===== config.mk =====
export PLATFORM = sky130hd
export DESIGN_NAME = seq_stream_tx
export DESIGN_NICKNAME = d
export VERILOG_FILES = /design/src/rtl/seq_stream_tx_pkg.sv /design/src/rtl/seq_stream_tx_ref.sv /design/src/rtl/seq_stream_tx.sv
export SDC_FILE = /design/constraint.sdc
export NUM_CORES = 1
export LEC_CHECK = 0
export CAP_MARGIN = 20
export CORE_MARGIN = 8
export CORE_UTILIZATION = 46
export CTS_BUF_LIST = sky130_fd_sc_hd__clkbuf_16
export CTS_CLUSTER_DIAMETER = 120
export DETAILED_ROUTE_END_ITERATION = 10
export PLACE_DENSITY = 0.75
export SETUP_SLACK_MARGIN = 0.3
export SLEW_MARGIN = 20
export SYNTH_ARGS = -nofsm -noshare
export SYNTH_HDL_FRONTEND = slang
export SYNTH_SLANG_ARGS = --single-unit

===== constraint.sdc =====
create_clock -name clk -period 3.45 [get_ports clk]
set_input_delay 0.5175 -clock clk [delete_from_list [all_inputs] [get_ports clk]]
set_output_delay 0.5175 -clock clk [all_outputs]
set_load 0.01 [all_outputs]

===== src/rtl/seq_stream_tx_pkg.sv =====
// Shared definitions for the serial pattern transmitter and its detector
// reference model.
//   state_t          : transmitter FSM states
//   PAT_A / PAT_B    : detected patterns (101 and 0110), MSB is oldest bit
//   DEFAULT_IDLE_BIT : level on the stream when no word bit is sent
package seq_stream_tx_pkg;

  typedef enum logic {
    IDLE  = 1'b0,
    SHIFT = 1'b1
  } state_t;

  localparam logic [2:0]  PAT_A     = 3'b101;
  localparam int unsigned PAT_A_LEN = 3;
  localparam logic [3:0]  PAT_B     = 4'b0110;
  localparam int unsigned PAT_B_LEN = 4;

  localparam logic DEFAULT_IDLE_BIT = 1'b0;

endpackage


===== src/rtl/seq_stream_tx_ref.sv =====
// seq_ref_model: cycle-exact expected output of the 101/0110 overlapping
// sequence detector for whatever stream is on dout.
// Ports:
//   clk, reset : clock, synchronous active-high reset
//   dout       : stream bit presented to the detector this cycle
//   exp_y      : combinational expected detector output for dout
//   hit_count  : saturating count of cycles with exp_y=1
module seq_ref_model
  import seq_stream_tx_pkg::*;
#(
  parameter int unsigned CNT_W = 16
) (
  input  logic             clk,
  input  logic             reset,
  input  logic             dout,
  output logic             exp_y,
  output logic [CNT_W-1:0] hit_count
);

  // Number of prior bits each pattern needs before it can match.
  localparam logic [1:0] NEED_A = 2'(PAT_A_LEN - 1);
  localparam logic [1:0] NEED_B = 2'(PAT_B_LEN - 1);

  logic [2:0] hist;      // last three stream bits, newest at bit 0
  logic [1:0] hist_cnt;  // valid bits in hist, saturates at 3
  logic       hit_a;
  logic       hit_b;

  always_comb begin
    hit_a = (hist_cnt >= NEED_A) && (hist[1:0] == PAT_A[2:1]) && (dout == PAT_A[0]);
    hit_b = (hist_cnt >= NEED_B) && (hist == PAT_B[3:1]) && (dout == PAT_B[0]);
    exp_y = hit_a || hit_b;
  end

  // The detector samples every clock, so history shifts on idle cycles too.
  always_ff @(posedge clk) begin
    if (reset) begin
      hist      <= '0;
      hist_cnt  <= '0;
      hit_count <= '0;
    end else begin
      hist     <= {hist[1:0], dout};
      hist_cnt <= (hist_cnt == 2'd3) ? hist_cnt : hist_cnt + 2'd1;
      if (exp_y && (hit_count != '1)) begin
        hit_count <= hit_count + CNT_W'(1);
      end
    end
  end

endmodule


===== src/rtl/seq_stream_tx.sv =====
// seq_stream_tx: accepts parallel words of programmable length over a
// valid/ready handshake and shifts them out MSB-first on a one-bit stream,
// alongside the expected output of the 101/0110 detector for that stream.
// Ports:
//   clk, reset        : clock, synchronous active-high reset
//   in_valid/in_ready : word handshake (in_ready depends on state only)
//   in_data, in_len   : LSB-aligned word and its length (clamped to MAX_LEN)
//   dout, dout_valid  : registered serial stream and its qualifier
//   exp_y             : expected detector output for the current dout
//   busy              : high while shifting a word
//   hit_count         : saturating count of exp_y cycles
module seq_stream_tx
  import seq_stream_tx_pkg::*;
#(
  parameter int unsigned MAX_LEN  = 16,
  parameter int unsigned LEN_W    = 5,
  parameter logic        IDLE_BIT = DEFAULT_IDLE_BIT,
  parameter int unsigned CNT_W    = 16
) (
  input  logic               clk,
  input  logic               reset,
  input  logic               in_valid,
  output logic               in_ready,
  input  logic [MAX_LEN-1:0] in_data,
  input  logic [LEN_W-1:0]   in_len,
  output logic               dout,
  output logic               dout_valid,
  output logic               exp_y,
  output logic               busy,
  output logic [CNT_W-1:0]   hit_count
);

  localparam logic [LEN_W-1:0] MAX_LEN_L = LEN_W'(MAX_LEN);

  state_t             state;
  logic [MAX_LEN-1:0] shreg;      // MSB is the bit currently on dout
  logic [LEN_W-1:0]   bits_left;  // bits remaining including the one on dout
  logic [LEN_W-1:0]   eff_len;
  logic [MAX_LEN-1:0] load_word;
  logic               accept;
  logic               load;

  always_comb begin
    in_ready  = (state == IDLE) || ((state == SHIFT) && (bits_left == LEN_W'(1)));
    busy      = (state == SHIFT);
    eff_len   = (in_len > MAX_LEN_L) ? MAX_LEN_L : in_len;
    load_word = in_data << (MAX_LEN_L - eff_len);
    accept    = in_valid && in_ready;
    // A zero-length word is consumed without entering SHIFT.
    load      = accept && (eff_len != '0);
  end

  // dout/dout_valid are loaded with the value the shift register will
  // present next cycle, keeping them registered yet aligned with shreg[MSB].
  always_ff @(posedge clk) begin
    if (reset) begin
      state      <= IDLE;
      shreg      <= '0;
      bits_left  <= '0;
      dout       <= IDLE_BIT;
      dout_valid <= 1'b0;
    end else if (load) begin
      state      <= SHIFT;
      shreg      <= load_word;
      bits_left  <= eff_len;
      dout       <= load_word[MAX_LEN-1];
      dout_valid <= 1'b1;
    end else if ((state == SHIFT) && (bits_left != LEN_W'(1))) begin
      shreg      <= shreg << 1;
      bits_left  <= bits_left - LEN_W'(1);
      dout       <= shreg[MAX_LEN-2];
      dout_valid <= 1'b1;
    end else begin
      state      <= IDLE;
      bits_left  <= '0;
      dout       <= IDLE_BIT;
      dout_valid <= 1'b0;
    end
  end

  seq_ref_model #(
    .CNT_W(CNT_W)
  ) u_ref (
    .clk      (clk),
    .reset    (reset),
    .dout     (dout),
    .exp_y    (exp_y),
    .hit_count(hit_count)
  );

endmodule


[Word level (Yosys, flattened, before mapping)]
Index checks and enable logic that the tools add are counted.
Storage, ports and cells
  bits in registers: 44
  output and inout bits: 21
  logic and storage cells: 49
  input port bits: 24
Operators by class
  reduce and logical (&&, ||, !) cells: 13
  $lt $le $gt $ge: 3
  $add $sub $neg: 4
  shifts and indexed selects: 1
  equal/unequal tests: 7
  mux-type cells: 11
  bitwise operators: 2
Operators by type and width (count)
  two-way mux 15 bit: 2
  adder 16 x 1 -> 16 bit, second input constant: 1
  != test 16 bit, second input constant: 1
  << shifter 16 x 5 -> 16 bit: 1
  two-way mux 5 bit: 3
  logical AND 1 bit: 9
  two-way mux 1 bit: 6
  == test 5 x 1 -> 1 bit, second input constant: 1
  greater-than comparator 5 bit, second input constant: 1
  != test 5 x 1 -> 1 bit, second input constant: 1
  nonzero test 5 bit: 1
  subtractor 5 x 1 -> 5 bit, second input constant: 1
  subtractor 5 bit, first input constant: 1
  == test 2 bit, second input constant: 2
  greater-or-equal comparator 2 bit, second input constant: 2
  == test 3 x 2 -> 1 bit, second input constant: 1
  adder 2 x 1 -> 2 bit, second input constant: 1
  logical OR 1 bit: 2
  != test 2 bit, second input constant: 1
  inverter 1 bit: 2
  nonzero test 2 bit: 1

[Depth between registers and ports, before layout]
  depth after elaboration: 6
  depth in mapped cells: 14
  depth with buffers taken out: 10

[Modules after synthesis]
From an unflattened synthesis, not the netlist that was laid out.
Second synthesis, totals
  cell total of the unflattened synthesis: 365
  area total of the unflattened synthesis: 3179.3 µm²
Modules (own cells, without submodules)
  seq_stream_tx: seq. area each 460.4 µm², area each 2137.0 µm², cells each 246, instances 1
  seq_ref_model: seq. area each 420.4 µm², area each 1042.2 µm², cells each 119, instances 1

[Worst setup path before layout]
No wires, ideal clock.
  kind: input-to-reg
  start point: in in_len[4]
  end point: reg shreg[12]
  library setup time: 134 ps
  path slack: 605 ps
  arrival time: 2711 ps
  buffers on the path: 4
  required time: 3316 ps
  cell stages on the path: 12
  cells stage by stage: and2b_1 -> buf_6 -> inv_4 -> buf_2 -> ha_1 -> buf_6 -> buf_6 -> mux2i_2 -> inv_2 -> mux4_2 -> a221oi_2 -> o22ai_1
Between the ends
  cells in the longest elaborated chain, start to end: 5
  elaborated cells on any way between the ends: 8
  classes of those cells: add/sub (1); order compare (1); shift (1); mux (2); reduce/logical (3)
Ends and longest elaborated chain
  start, declared: RTL line seq_stream_tx.sv:25  | input logic [LEN_W-1:0] in_len,
  greater-than comparator 5 bit: RTL line seq_stream_tx.sv:46  | eff_len = (in_len > MAX_LEN_L) ? MAX_LEN_L : in_len;
  two-way mux 5 bit *: RTL line seq_stream_tx.sv:46
  subtractor 5 bit or nonzero test 5 bit (tied branches): RTL line seq_stream_tx.sv:47, seq_stream_tx.sv:50
  << shifter 16 x 5 -> 16 bit or logical AND 1 bit (tied branches): RTL line seq_stream_tx.sv:47, seq_stream_tx.sv:50
  two-way mux 15 bit or nonzero test 2 bit (tied branches)
  end signal, assigned: RTL line seq_stream_tx.sv:64  | shreg <= load_word;
  end signal, assigned: RTL line seq_stream_tx.sv:69  | shreg <= shreg << 1;
  end, declared: RTL line seq_stream_tx.sv:36  | logic [MAX_LEN-1:0] shreg;
Every way passes the cells marked *; elsewhere a longest branch is shown, timed or not.
A chain may end at the register's enable or synchronous reset.

[Worst setup path after layout]
  start point: in in_len[4]
  end point: reg dout
Between the ends
  cells in the longest elaborated chain, start to end: 5
  elaborated cells on any way between the ends: 7
  classes of those cells: add/sub (1); order compare (1); shift (1); mux (2); reduce/logical (2)
Ends and longest elaborated chain
  greater-than comparator 5 bit: RTL line seq_stream_tx.sv:46
  two-way mux 5 bit *: RTL line seq_stream_tx.sv:46
  subtractor 5 bit or nonzero test 5 bit (tied branches): RTL line seq_stream_tx.sv:47, seq_stream_tx.sv:50
  << shifter 16 x 5 -> 16 bit or logical AND 1 bit (tied branches): RTL line seq_stream_tx.sv:47, seq_stream_tx.sv:50
  two-way mux 1 bit *: RTL line seq_stream_tx.sv:62  | end else if (load) begin
  end signal, assigned: RTL line seq_stream_tx.sv:66  | dout <= load_word[MAX_LEN-1];
  end signal, assigned: RTL line seq_stream_tx.sv:71  | dout <= shreg[MAX_LEN-2];
  end, declared: RTL line seq_stream_tx.sv:26  | output logic dout,
Marks and branches as above.

==> metrics.txt <==
# TYPE chip_impl_metric gauge
chip_impl_metric{name="clock_sinks",unit=""} 44
chip_impl_metric{name="synth-edff-count",unit=""} 0
chip_impl_metric{name="syn_area",unit="um^2"} 3000
chip_impl_metric{name="grt_util_met2",unit="%"} 27.9
chip_impl_metric{name="route.vias.total",unit=""} 2890
chip_impl_metric{name="hold_slack",unit="ps"} 471
chip_impl_metric{name="placement.io_buffers",unit=""} 44
chip_impl_metric{name="synthesis.nets",unit=""} 394
chip_impl_metric{name="internal_power",unit="uW"} 1050
chip_impl_metric{name="slew_headroom",unit="%"} 46.0
chip_impl_metric{name="worst_ep_arrival_time",unit="ps"} 3210
chip_impl_metric{name="cts_inserted_buffers",unit=""} 5
chip_impl_metric{name="final_hold_viol_count",unit=""} 0
chip_impl_metric{name="drive_gt1_share",unit="%"} 11.9
chip_impl_metric{name="die_height",unit="um"} 96.8
chip_impl_info{name="crit-reg2reg-launch",value="bits_left[1]"} 1
chip_impl_metric{name="grt_remaining_overflow",unit=""} 0
chip_impl_metric{name="power.density",unit="nW/um^2"} 400
chip_impl_info{name="grt-busiest-layer",value="met2"} 1
chip_impl_metric{name="ys_async_sr_fraction",unit="%"} 0
chip_impl_metric{name="grt_pass1_wl",unit="um"} 13300
chip_impl_metric{name="synth.avg_cell_area",unit="um^2"} 8.27
chip_impl_metric{name="initial_core_util",unit="%"} 47.5
chip_impl_metric{name="met1_usage",unit="%"} 19.8
chip_impl_metric{name="worst_skew_pair.late_latency",unit="ps"} 280
chip_impl_metric{name="pwr-share-seq",unit="%"} 38.1
chip_impl_metric{name="drt_first_pass_iters",unit=""} 5
chip_impl_metric{name="floorplan.die.width",unit="um"} 96.8
chip_impl_info{name="outcome",value="complete, no violations"} 1
chip_impl_info{name="timing.hold.worst.start",value="shreg[0]"} 1
chip_impl_metric{name="post_cts_setup_inserts",unit=""} 0
chip_impl_metric{name="grt_max_degree",unit=""} 32
chip_impl_metric{name="worst_ep_required_time",unit="ps"} 3660
chip_impl_metric{name="critical_path.max_stage_delay",unit="ps"} 530
chip_impl_metric{name="post-route-drc-count",unit=""} 0
chip_impl_metric{name="power.share.switching",unit="%"} 28.7
chip_impl_metric{name="areaGrowthSynthToFinish",unit="%"} 22.9
chip_impl_metric{name="setup_viol",unit=""} 0
chip_impl_metric{name="ys.warnings.count",unit=""} 0
chip_impl_metric{name="period_minus_slack",unit="ps"} 3000
chip_impl_metric{name="post_synthesis_cells",unit=""} 363
chip_impl_metric{name="routedWlPerCell",unit="um"} 16.4
chip_impl_metric{name="final_antenna_net_count",unit=""} 0
chip_impl_metric{name="clock_skew",unit="ps"} 8.26
chip_impl_metric{name="worst_r2r_path_depth",unit=""} 9
chip_impl_info{name="critPathLaunch",value="in_len[4]"} 1
chip_impl_metric{name="drt-vias-per-instance",unit=""} 6.01
chip_impl_metric{name="timing.max_cap.violations",unit=""} 0
chip_impl_info{name="path_class",value="in -> reg"} 1
chip_impl_info{name="worst_path_max_delay_cell",value="ha_1"} 1
chip_impl_info{name="critical_path.endpoint_type",value="register"} 1
chip_impl_metric{name="clockPowerShare",unit="%"} 37.4
chip_impl_info{name="yosys_most_used_dff",value="dfxtp_1"} 1
chip_impl_metric{name="crit_buf_inv",unit=""} 3
chip_impl_metric{name="timing.critical_path.fanout_max",unit=""} 10
chip_impl_metric{name="final_core_utilization",unit="%"} 58.4
chip_impl_metric{name="io_pins",unit=""} 45
chip_impl_metric{name="globalplace.congestion",unit=""} 0.983
chip_impl_info{name="worst_path_dominant_cell_family",value="buffers and inverters"} 1
chip_impl_info{name="tritoncts",value="done"} 1
chip_impl_metric{name="use_met3",unit="%"} 3.41
chip_impl_metric{name="combinationalPowerShare",unit="%"} 24.5
chip_impl_info{name="cts_root_buffer_type",value="clkbuf_16"} 1
chip_impl_metric{name="fp.dieArea",unit="um^2"} 9360
chip_impl_info{name="crit_end",value="dout"} 1
chip_impl_metric{name="power.ir.vdd_worst",unit="V"} 0.000348
chip_impl_metric{name="dp_hpwl",unit="um"} 6040
chip_impl_info{name="path_cells",value="clkdlybuf4s50_1 > and2b_1 > inv_4 > ha_1 > buf_4 > mux2i_1 > mux4_2 > or4_1 > o211ai_1"} 1
chip_impl_metric{name="finalCritPeriodShare",unit="%"} 86.9
chip_impl_metric{name="first_iter_violations",unit=""} 155
chip_impl_metric{name="total_leakage_power",unit="uW"} 0.00134
chip_impl_metric{name="synth_seq_area_share",unit="%"} 29.4
chip_impl_metric{name="cp.depth",unit=""} 9
chip_impl_metric{name="max_freq",unit="MHz"} 334
chip_impl_metric{name="netlist-cell-type-count",unit=""} 59
chip_impl_metric{name="routed_wirelength",unit="um"} 7900
chip_impl_metric{name="timing_worst_slew_pin_value",unit="ps"} 807
chip_impl_metric{name="yosys_register_bits",unit=""} 44
chip_impl_metric{name="design.final.nets",unit=""} 434
chip_impl_metric{name="antenna_violations_before_repair",unit=""} 0
chip_impl_metric{name="core_box_area",unit="um^2"} 6310
chip_impl_metric{name="report.final.slew_viol_count",unit=""} 0
chip_impl_metric{name="switchingPower",unit="uW"} 423
chip_impl_metric{name="cts_max_level",unit=""} 2
chip_impl_info{name="rsz0062_at_grt",value="false"} 1
chip_impl_metric{name="setup.reg_to_reg.worst_slack",unit="ps"} 1270
chip_impl_info{name="worstReg2RegEnd",value="shreg[13]"} 1
chip_impl_metric{name="setup_tns",unit="ps"} 0
chip_impl_metric{name="clk_pin_slew",unit="ps"} 60
chip_impl_metric{name="standard_cell_row_count",unit=""} 29
chip_impl_info{name="worstSetupStartpointType",value="primary input"} 1
chip_impl_metric{name="design_power_total",unit="uW"} 1470
chip_impl_metric{name="number_of_buffers_on_the_longest_clock_path",unit=""} 2
chip_impl_info{name="hold_class",value="reg -> reg"} 1
chip_impl_metric{name="grt_pass1_vias",unit=""} 2787
chip_impl_metric{name="track_usage",unit="%"} 16.3
chip_impl_metric{name="antenna_cells_inserted",unit=""} 0
power by group through the flow:
stage | Combinational [uW] | Clock, uW | Sequential [uW]
4_1_cts | 357 | 555 | 562
6_report | 361 | 551 | 562
3_5_place_dp | 355 | 0 | 573
5_1_grt | 393 | 579 | 566
3_3_place_gp | 347 | 0 | 571
2_1_floorplan | 251 | 0 | 568
cells in the final DEF (no fill, tap or decap), types with 7 or more instances in the layout:
master / Yosys / routed
dfxtp_1: 44 / 44
clkdlybuf4s50_1: 0 / 44
nor2_1: 42 / 41
nand2_1: 27 / 27
a21oi_1: 24 / 24
mux2i_1: 19 / 19
o21ai_0: 14 / 14
buf_4: 1 / 12
o31ai_1: 11 / 11
or4_1: 11 / 11
a211oi_1: 11 / 11
inv_1: 10 / 10
nor3_1: 10 / 10
a31oi_1: 10 / 10
nor2b_1: 8 / 8
mux2_2: 8 / 8
nand2b_1: 7 / 7
nand3_1: 7 / 7
ha_1: 7 / 7
Yosys cell counts (all sizes together), types with 4 or more instances:
cell    number  area share [%]
a211oi      11             2.8
a21oi       24             4.0
a31oi       10             2.1
and3         4            0.83
buf         13             3.1
clkbuf      11             1.4
dfxtp       44              29
ha           7             2.9
inv         13             1.7
mux2         9             3.4
mux2i       20             6.8
mux4         5             3.8
nand2       27             3.4
nand2b       7             1.5
nand3        8             1.5
nand4        5             1.0
nor2        43             5.5
nor2b        9             2.0
nor3        11             2.0
o21a         4             1.0
o21ai       16             2.7
o31ai       11             2.8
or3          4            0.83
or4         11             2.8
xnor2        4             1.4
cells by family after synthesis:
kind of cell    share of synthesized area, %
mux                                     13.9
flops                                   29.4
buf+inv                                 6.17
compound gates                          20.7
fa+ha+maj                               2.92
xor+xnor                                2.29
simple gates                            24.6
area by class of cell:
class	count	area (um^2)
Inverter	13	51.3
Sequential cell	44	881
Timing Repair Buffer	57	551
Tap cell	77	96.3
Clock buffer	5	125
Clock inverter	3	46.3
Fill cell	566	2630
Multi-Input combinational cell	282	1940
flip-flops by register name, indices dropped and copies added (netlist names):
signal           flops
u_ref.hit_count     16
u_ref.hist           3
u_ref.hist_cnt       2
dout_valid           1
bits_left            5
dout                 1
shreg               15
busy                 1
stage by stage:
step	instance area (um^2)	worst slack (ps)	std cells
after floorplan	3000	605	363
after global placement	3510	253	473
after detailed placement	3510	160	473
after CTS	3680	455	481
after global routing	3690	318	481
final	3690	453	481
metal layers:
metal	wire length, um	part of all wire (%)	vias up
met2	3910	49	95
met3	435	5.5	14
met1	3440	43	1362
li1	-	-	1419
met5	0	0	-
met4	126	1.6	0
worst min-delay path, cell delays in order, from the launching register on:
cell and delay [ps]:
dfxtp_1 310, nand3_1 60, a21oi_1 50
timing repair:
item                       4_1_cts  5_1_grt
hold buffers                     0        0
setup endpoints to repair        0        1
gates resized for setup          0        1
how the worst min path moves through the flow:
| stage | endpoint | slack [ps] | depth (start not counted) |
|---|---|---|---|
| after floorplan | shreg[0] | 440 | 2 |
| after global placement | shreg[0] | 450 | 2 |
| after detailed placement | shreg[0] | 460 | 2 |
| after CTS | shreg[0] | 470 | 2 |
| after global routing | shreg[0] | 510 | 2 |
| final | shreg[0] | 470 | 2 |
(Power assumes the default switching activity.)
